===== src/rtl/serial_slice_adder_ctrl_if.sv =====
// Request/response bundle for the serial slice adder sequencer.
//
// Handshake: a request transfers on a rising clk edge where start_valid and
// start_ready are both high; a response transfers on an edge where res_valid
// and res_ready are both high. A valid holds until the matching transfer.
// Payload is sampled at the transfer edge. Readiness never depends
// combinationally on the partner's valid.
interface serial_slice_adder_ctrl_if #(
  parameter int WIDTH = 16
);
  logic             start_valid;
  logic             start_ready;
  logic [WIDTH-1:0] op_a;
  logic [WIDTH-1:0] op_b;
  logic             sub;
  logic             carry_in;
  logic             res_valid;
  logic             res_ready;
  logic [WIDTH-1:0] sum;
  logic             carry_out;
  logic             overflow;
  logic             busy;
  logic [1:0]       dbg_state;

  // Producer/consumer side.
  modport master (
    output start_valid, op_a, op_b, sub, carry_in, res_ready,
    input  start_ready, res_valid, sum, carry_out, overflow, busy, dbg_state
  );

  // Sequencer side.
  modport slave (
    input  start_valid, op_a, op_b, sub, carry_in, res_ready,
    output start_ready, res_valid, sum, carry_out, overflow, busy, dbg_state
  );
endinterface


===== src/rtl/serial_slice_adder_ctrl.sv =====
// WIDTH-bit add/subtract built from one SLICE-bit ripple-carry slice reused
// over NSLICE cycles, with the inter-slice carry kept in a register.
// WIDTH must be an integer multiple of SLICE.
module serial_slice_adder_ctrl #(
  parameter int WIDTH = 16,
  parameter int SLICE = 2
) (
  input  logic                       clk,
  input  logic                       rst_n,
  serial_slice_adder_ctrl_if.slave   bus
);
  localparam int NSLICE = WIDTH / SLICE;
  localparam int IW     = (NSLICE > 1) ? $clog2(NSLICE) : 1;

  typedef enum logic [1:0] {
    IDLE = 2'd0,
    RUN  = 2'd1,
    DONE = 2'd2
  } state_t;

  state_t           state;
  state_t           state_next;
  logic [IW-1:0]    idx;
  logic             cy;
  logic [WIDTH-1:0] a_r;
  logic [WIDTH-1:0] b_r;
  logic [WIDTH-1:0] sum_r;
  logic             co_r;
  logic             ov_r;

  logic             last;
  int unsigned      base;
  logic [SLICE-1:0] a_s;
  logic [SLICE-1:0] b_s;
  logic [SLICE:0]   s;
  logic             c_msb;

  // Slice datapath: one SLICE-bit ripple add of the selected operand bits.
  always_comb begin
    last  = (idx == IW'(NSLICE - 1));
    base  = int'(idx) * SLICE;
    a_s   = a_r[base +: SLICE];
    b_s   = b_r[base +: SLICE];
    s     = {1'b0, a_s} + {1'b0, b_s} + {{SLICE{1'b0}}, cy};
    // Carry into the slice's top bit; on the final slice this is the carry
    // into bit WIDTH-1, needed for signed overflow.
    c_msb = a_s[SLICE-1] ^ b_s[SLICE-1] ^ s[SLICE-1];
  end

  // State register.
  always_ff @(posedge clk) begin
    if (!rst_n) state <= IDLE;
    else        state <= state_next;
  end

  // Next-state decode.
  always_comb begin
    state_next = state;
    case (state)
      IDLE:    if (bus.start_valid) state_next = RUN;
      RUN:     if (last)            state_next = DONE;
      DONE:    if (bus.res_ready)   state_next = IDLE;
      default:                      state_next = IDLE;
    endcase
  end

  // Operand capture, per-slice result write-back and final flags.
  always_ff @(posedge clk) begin
    if (!rst_n) begin
      idx   <= '0;
      cy    <= 1'b0;
      a_r   <= '0;
      b_r   <= '0;
      sum_r <= '0;
      co_r  <= 1'b0;
      ov_r  <= 1'b0;
    end else begin
      case (state)
        IDLE: begin
          if (bus.start_valid) begin
            // Subtract is A + ~B + 1, so the slice only ever adds.
            a_r <= bus.op_a;
            b_r <= bus.sub ? ~bus.op_b : bus.op_b;
            cy  <= bus.sub ? 1'b1 : bus.carry_in;
            idx <= '0;
          end
        end
        RUN: begin
          sum_r[base +: SLICE] <= s[SLICE-1:0];
          cy                   <= s[SLICE];
          if (last) begin
            co_r <= s[SLICE];
            ov_r <= c_msb ^ s[SLICE];
            idx  <= '0;
          end else begin
            idx  <= idx + IW'(1);
          end
        end
        default: ;
      endcase
    end
  end

  // Handshake and status outputs decoded from registered state only.
  assign bus.start_ready = (state == IDLE);
  assign bus.res_valid   = (state == DONE);
  assign bus.busy        = (state != IDLE);
  assign bus.sum         = sum_r;
  assign bus.carry_out   = co_r;
  assign bus.overflow    = ov_r;
  assign bus.dbg_state   = state;
endmodule


===== src/flat_wrapper.sv =====
// flat-port wrapper written by rule: the top's interface ports become plain ports
module serial_slice_adder_ctrl_flat 
#(
  parameter int WIDTH = 16,
  parameter int SLICE = 2
)
  (clk, rst_n, bus_start_valid, bus_op_a, bus_op_b, bus_sub, bus_carry_in, bus_res_ready, bus_start_ready, bus_res_valid, bus_sum, bus_carry_out, bus_overflow, bus_busy, bus_dbg_state);
  serial_slice_adder_ctrl_if #(.WIDTH(WIDTH)) bus_i ();
  input  logic clk;
  input  logic rst_n;
  input wire logic [$bits(bus_i.start_valid)-1:0] bus_start_valid;
  input wire logic [$bits(bus_i.op_a)-1:0] bus_op_a;
  input wire logic [$bits(bus_i.op_b)-1:0] bus_op_b;
  input wire logic [$bits(bus_i.sub)-1:0] bus_sub;
  input wire logic [$bits(bus_i.carry_in)-1:0] bus_carry_in;
  input wire logic [$bits(bus_i.res_ready)-1:0] bus_res_ready;
  output wire logic [$bits(bus_i.start_ready)-1:0] bus_start_ready;
  output wire logic [$bits(bus_i.res_valid)-1:0] bus_res_valid;
  output wire logic [$bits(bus_i.sum)-1:0] bus_sum;
  output wire logic [$bits(bus_i.carry_out)-1:0] bus_carry_out;
  output wire logic [$bits(bus_i.overflow)-1:0] bus_overflow;
  output wire logic [$bits(bus_i.busy)-1:0] bus_busy;
  output wire logic [$bits(bus_i.dbg_state)-1:0] bus_dbg_state;
  assign bus_i.start_valid = bus_start_valid;
  assign bus_i.op_a = bus_op_a;
  assign bus_i.op_b = bus_op_b;
  assign bus_i.sub = bus_sub;
  assign bus_i.carry_in = bus_carry_in;
  assign bus_i.res_ready = bus_res_ready;
  assign bus_start_ready = bus_i.start_ready;
  assign bus_res_valid = bus_i.res_valid;
  assign bus_sum = bus_i.sum;
  assign bus_carry_out = bus_i.carry_out;
  assign bus_overflow = bus_i.overflow;
  assign bus_busy = bus_i.busy;
  assign bus_dbg_state = bus_i.dbg_state;
  serial_slice_adder_ctrl #(.WIDTH(WIDTH), .SLICE(SLICE)) u_core (.clk(clk), .rst_n(rst_n), .bus(bus_i));
endmodule

===== config.mk =====
export PLATFORM = sky130hd
export DESIGN_NAME = serial_slice_adder_ctrl_flat
export DESIGN_NICKNAME = d
export VERILOG_FILES = /design/src/rtl/serial_slice_adder_ctrl_if.sv /design/src/rtl/serial_slice_adder_ctrl.sv /design/src/flat_wrapper.sv
export SDC_FILE = /design/constraint.sdc
export NUM_CORES = 1
export LEC_CHECK = 0
export CAP_MARGIN = 15
export CORE_ASPECT_RATIO = 0.7
export CORE_MARGIN = 4
export CORE_UTILIZATION = 50
export CTS_BUF_LIST = sky130_fd_sc_hd__clkbuf_8
export CTS_CLUSTER_DIAMETER = 120
export DETAILED_ROUTE_END_ITERATION = 10
export GPL_TIMING_DRIVEN = 1
export PLACE_DENSITY = 0.86
export SYNTH_ARGS = -nofsm -noshare
export SYNTH_HDL_FRONTEND = slang
export SYNTH_SLANG_ARGS = --single-unit

===== constraint.sdc =====
create_clock -name clk -period 5 [get_ports clk]
set_input_delay 0.75 -clock clk [delete_from_list [all_inputs] [get_ports clk]]
set_output_delay 0.75 -clock clk [all_outputs]
set_load 0.005 [all_outputs]

Word level (Yosys, flattened, before mapping)

Cells that the tools add are included.

Add/subtract/negate cells: 4
Eq/ne operators: 6
Shifts and indexed selects: 4
Muxes and demuxes: 12
Bitwise logic cells: 4
Reductions and logical operators: 7

Operators by type and width:

| kind                                                                    | number |
|---|---|
| 4-bit negation with 34-bit output                                       | 1 |
| 2-bit by 34-bit variable shift with 16-bit output, first input constant | 1 |
| 2-bit by 34-bit variable part select with 16-bit output                 | 1 |
| 16-bit by 5-bit variable part select with 2-bit output                  | 2 |
| 16-bit bitwise mux                                                      | 1 |
| 16-bit two-way mux                                                      | 1 |
| 16-bit inverter                                                         | 1 |
| 2-bit two-way mux                                                       | 3 |
| 3-bit two-way mux                                                       | 2 |
| 2-bit one-hot mux with 3 select lines                                   | 1 |
| 3-bit one-hot mux with 2 select lines                                   | 1 |
| 2-bit AND reduction                                                     | 3 |
| 2-bit inequality test, second input constant                            | 2 |
| 2-bit nonzero test                                                      | 2 |
| 2-bit by 2-bit adder with 3-bit output                                  | 1 |
| 3-bit by 1-bit adder with 3-bit output                                  | 1 |
| 3-bit by 1-bit adder with 3-bit output, second input constant           | 1 |
| 3-bit equality test, second input constant                              | 1 |
| 3-bit AND reduction                                                     | 1 |
| 1-bit bitwise XOR                                                       | 3 |
| 2-bit by 1-bit equality test with 1-bit output, second input constant   | 1 |
| 2-bit equality test, second input constant                              | 1 |
| 2-bit zero test                                                         | 1 |
| 1-bit two-way mux                                                       | 2 |
| other kinds (2)                                                         | 2 |

Register bits after elaboration: 56
Input port bits: 38
Output and inout port bits: 23

Logic depth before layout (Yosys ltp)

Depth in word-level cells: 5
Gate-level depth with buffers: 9
Mapped depth without buffers: 8

Worst setup path before layout

OpenSTA, ideal clock, no wires.

Kind: flip-flop to flip-flop
From: register u_core.idx[0]
To: register u_core.ov_r, in the netlist u_core.bus.overflow
Setup time: 116 ps
Data arrival time: 2745 ps
Setup slack: 2139 ps
Stages on the path, launching flop included: 10
Buffers on the path: 1
Cells stage by stage: dfxtp_1 buf_2 mux4_2 nand2_1 nand2_1 fa_1 fa_1 xnor2_1 xnor2_1 a31o_2

Word-level cells in the longest chain between the ends: 5
Elaborated cells on any way between the ends: 9

RTL lines:

| element                                                                          | line                                                         | text |
|---|---|---|
| start, declared                                                                  | serial_slice_adder_ctrl.sv:23                                | `logic [IW-1:0] idx;` |
| start signal, assigned                                                           | serial_slice_adder_ctrl.sv:96                                | `idx <= idx + IW'(1);` |
| 16-bit by 5-bit variable part select with 2-bit output, on equally long branches | serial_slice_adder_ctrl.sv:42, serial_slice_adder_ctrl.sv:43 |  |
| 2-bit by 2-bit adder with 3-bit output                                           | serial_slice_adder_ctrl.sv:44                                | `s = {1'b0, a_s} + {1'b0, b_s} + {{SLICE{1'b0}}, cy};` |
| 3-bit by 1-bit adder with 3-bit output                                           | serial_slice_adder_ctrl.sv:44                                |  |
| 1-bit bitwise XOR                                                                | serial_slice_adder_ctrl.sv:47                                | `c_msb = a_s[SLICE-1] ^ b_s[SLICE-1] ^ s[SLICE-1];` |
| 1-bit bitwise XOR                                                                | serial_slice_adder_ctrl.sv:93                                | `ov_r <= c_msb ^ s[SLICE];` |
| end signal, assigned                                                             | serial_slice_adder_ctrl.sv:93                                |  |
| end, declared                                                                    | serial_slice_adder_ctrl.sv:29                                | `logic ov_r;` |

Several ways; a longest one is shown, not always the timed one.
A chain may end at the register's enable or synchronous reset.

Final worst setup path

Same ends and word-level chain as after synthesis.

==> run summary <==
Syn Nets -> 338
PortBufs -> 60
Leak Pwr -> 1.234 nW
DP HPWL -> 4419 microns
Syn avg cell area -> 9.121 sq um
Reg-to-reg startpoint -> u_core.idx[0]
Worst path depth -> 8
Cell total after placement -> 400
Initial DRT Pass Iterations -> 4
Setup Fix Bufs, Post-CTS -> 0
Post-synth top flop -> dfxtp_1
RSZ-0062 raised after global routing -> no
Vias in the first global route -> 2157
FMAX -> 317.3 MHz
Row count -> 21
Final std cells w/o fill -> 409
CTS buffer count -> 5
FF-to-FF setup slack -> 1.85 ns
WL per Instance -> 14.69 microns
CTS tree -> done
H-tree Lvls -> 2
DP Worst Slack -> 1.853 ns
Yosys warns -> 0
Gr usage total -> 0.1920
Status -> finished clean
Final wirelength -> 6009 microns
PwrDens -> 268.0 nW/um^2
Worst setup margin -> 1.848 ns
Nets -> 384
CTS Buffer Depth -> 2
Initial antenna violation count -> 0
Setup Skew -> 0.007471 ns
Synth Register Bits -> 56
CP delay by family, top -> adder cells
Least-Margin Pin Slew -> 0.9062 ns
Worst Path Max Fanout -> 16
Ports -> 61
Remaining DRCs -> 0
Setup crit end kind -> register
Rel. slew slack -> 0.3940
Setup TNS -> 0 ns
Die area -> 6598 sq um
Number of routed nets with antenna violations -> 0
Slowest stage delay, CP -> 0.81 ns
Crit path time final -> 3.152 ns
Final Hold Fails -> 0
Share of layout cells above drive strength 1 -> 0.07059
Final setup fails -> 0
Core Region -> 4966 sq um
Largest net degree at the start of global routing -> 49
Commonest non-fill, non-tap cell in the layout -> nand2_1
Final Cycle Share -> 0.6303
Vias/cell -> 5.384
DP Area -> 3272 sq um
Worst path buffer plus inverter count -> 0
Area growth syn-to-layout -> 26.97%
Post-Syn Area -> 2673 sq um
EDFF count, synth -> 0
CTS clk-pin slew, worst paths -> 0.09 ns
Max VDD drop -> 0.1125 mV
Clock latency on the worst-skew pair -> 0.30 ns
Syn Inst Count -> 293
Worst setup path end -> u_core.bus.overflow
Worst reg-to-reg path cell count -> 8
Die X -> 95.39 microns
Setup CP Type -> register to register
Clock sinks -> 56
Worst Hold Class -> register to register
Initial Util -> 0.5382
First-pass GRT wire length -> 10410 microns
Die H -> 69.17 microns
Cell Chain, Critical Path -> mux4_2 > nand2_1 > nand2_1 > fa_1 > fa_1 > xnor2_1 > xnor2_1 > a31o_2
Pwr Total -> 0.0009094 W
Cell variety after synth -> 35
Highest-count cells in the layout ignoring fill and taps -> nand2_1, clkdlybuf4s50_1, dfxtp_1
R2R Path End -> u_core.bus.overflow
Worst Path Arrival -> 3.35 ns
Fin area -> 3393 sq um
Final Wtd Congestion -> 0.8046
Diode count -> 0
CP required -> 5.20 ns
Cts repair resizes -> 0
First DRT Iteration DRCs -> 163
Slew Limit Fails -> 0
CP startpoint -> u_core.idx[0]
Root Buffer -> clkbuf_8
Sequential share of the synthesized area -> 0.4195
Synth async-reset ratio -> 0
# Max-Cap Violations -> 0
Post-cts hold buffer count -> 0
Crit path launch type -> register
Fillcell total -> 371
Vias post-DR -> 2202
GRT overflow -> 0
CP max stage cell -> dfxtp_1
==> area by class of cell <==
| cell class | instances | area (sq um) | share of cell area |
|---|---|---|---|
| Inverter | 5 | 18.77 | 0.005531 |
| Tap cell | 69 | 86.33 | 0.02544 |
| Clock buffer | 6 | 82.58 | 0.02434 |
| Sequential cell | 56 | 1121 | 0.3304 |
| Multi-Input combinational cell | 209 | 1438 | 0.4237 |
| Timing Repair Buffer | 62 | 635.6 | 0.1873 |
| Clock inverter | 2 | 11.26 | 0.003319 |
==> how the worst min path moves through the flow <==
stage	depth (start not counted)	end	from	slack [ns]
4_1_cts	2	u_core.a_r[12]	u_core.a_r[12]	0.46
6_report	2	u_core.bus.sum[13]	u_core.bus.sum[13]	0.46
3_5_place_dp	2	u_core.a_r[12]	u_core.a_r[12]	0.45
3_3_place_gp	2	u_core.a_r[3]	u_core.a_r[3]	0.44
5_1_grt	2	u_core.a_r[12]	u_core.a_r[12]	0.48
2_1_floorplan	2	u_core.a_r[12]	u_core.a_r[12]	0.43
==> logic make-up (layout without fill, tap and decap cells) <==
group | after synthesis | in the layout | share of synthesized area
adders and majority gates | 7 | 7 | 0.03839
DFF | 56 | 56 | 0.4195
xor gates and xnor gates | 18 | 18 | 0.05899
and+or+nand+nor | 115 | 115 | 0.2041
AOI/OAI and AO/OA | 46 | 46 | 0.1105
muxes | 23 | 23 | 0.1236
buffers and inverters | 28 | 75 | 0.04495
==> stage by stage <==
step	util	hold WS, ns
final	0.6833	0.4620
after global routing	0.6833	0.4786
after CTS	0.6778	0.4631
after detailed placement	0.6589	0.4498
after global placement	0.6589	0.4415
after floorplan	-	0.4331
==> cells in the mapped netlist, drive strengths merged, types with 2 or more instances <==
cell | number | area share
dfxtp | 56 | 0.42
mux2i | 15 | 0.056
nand3b | 3 | 0.0084
nand3 | 2 | 0.0037
clkbuf | 10 | 0.014
inv | 5 | 0.0070
nor2b | 4 | 0.0094
ha | 5 | 0.023
a211oi | 16 | 0.045
nor4 | 3 | 0.014
nor2 | 21 | 0.029
nand2b | 3 | 0.0070
buf | 13 | 0.024
mux4 | 8 | 0.067
fa | 2 | 0.015
o41ai | 2 | 0.0066
xnor2 | 18 | 0.059
a21oi | 20 | 0.037
nor4b | 2 | 0.0066
nand4 | 3 | 0.0070
o21a | 3 | 0.0084
nand2 | 67 | 0.094
==> layer usage <==
metal | track usage | vias up | part of all wire
met5 | 0 | - | 0
met4 | 0.02366 | 0 | 0.0028
met3 | 0.04338 | 2 | 0.071
met2 | 0.3049 | 65 | 0.47
met1 | 0.2752 | 1046 | 0.45
li1 | - | 1089 | -
==> power by group <==
group	switching (W)	leakage [nW]	internal (W)	total [W]
Clock	0.000135	0.0486	0.000111	0.000246
Sequential	0.0000201	0.458	0.000469	0.000489
Combinational	0.0000833	0.728	0.0000909	0.000174
Total	0.000239	1.23	0.000671	0.000909
==> flip-flops by register name (all words and copies together), names as in the netlist <==
signal,count
u_core.bus.carry_out,1
u_core.a_r,16
u_core.idx,3
u_core.bus.sum,16
u_core.b_r,16
u_core.bus.dbg_state,2
u_core.cy,1
u_core.bus.overflow,1
==> worst reg2reg max path, cell delays in order, from the launching register on <==
cell	delay (ns)
dfxtp_1	0.81
mux4_2	0.60
nand2_1	0.10
nand2_1	0.08
fa_1	0.38
fa_1	0.53
xnor2_1	0.23
xnor2_1	0.09
a31o_2	0.24
(Power assumes the default switching activity.)
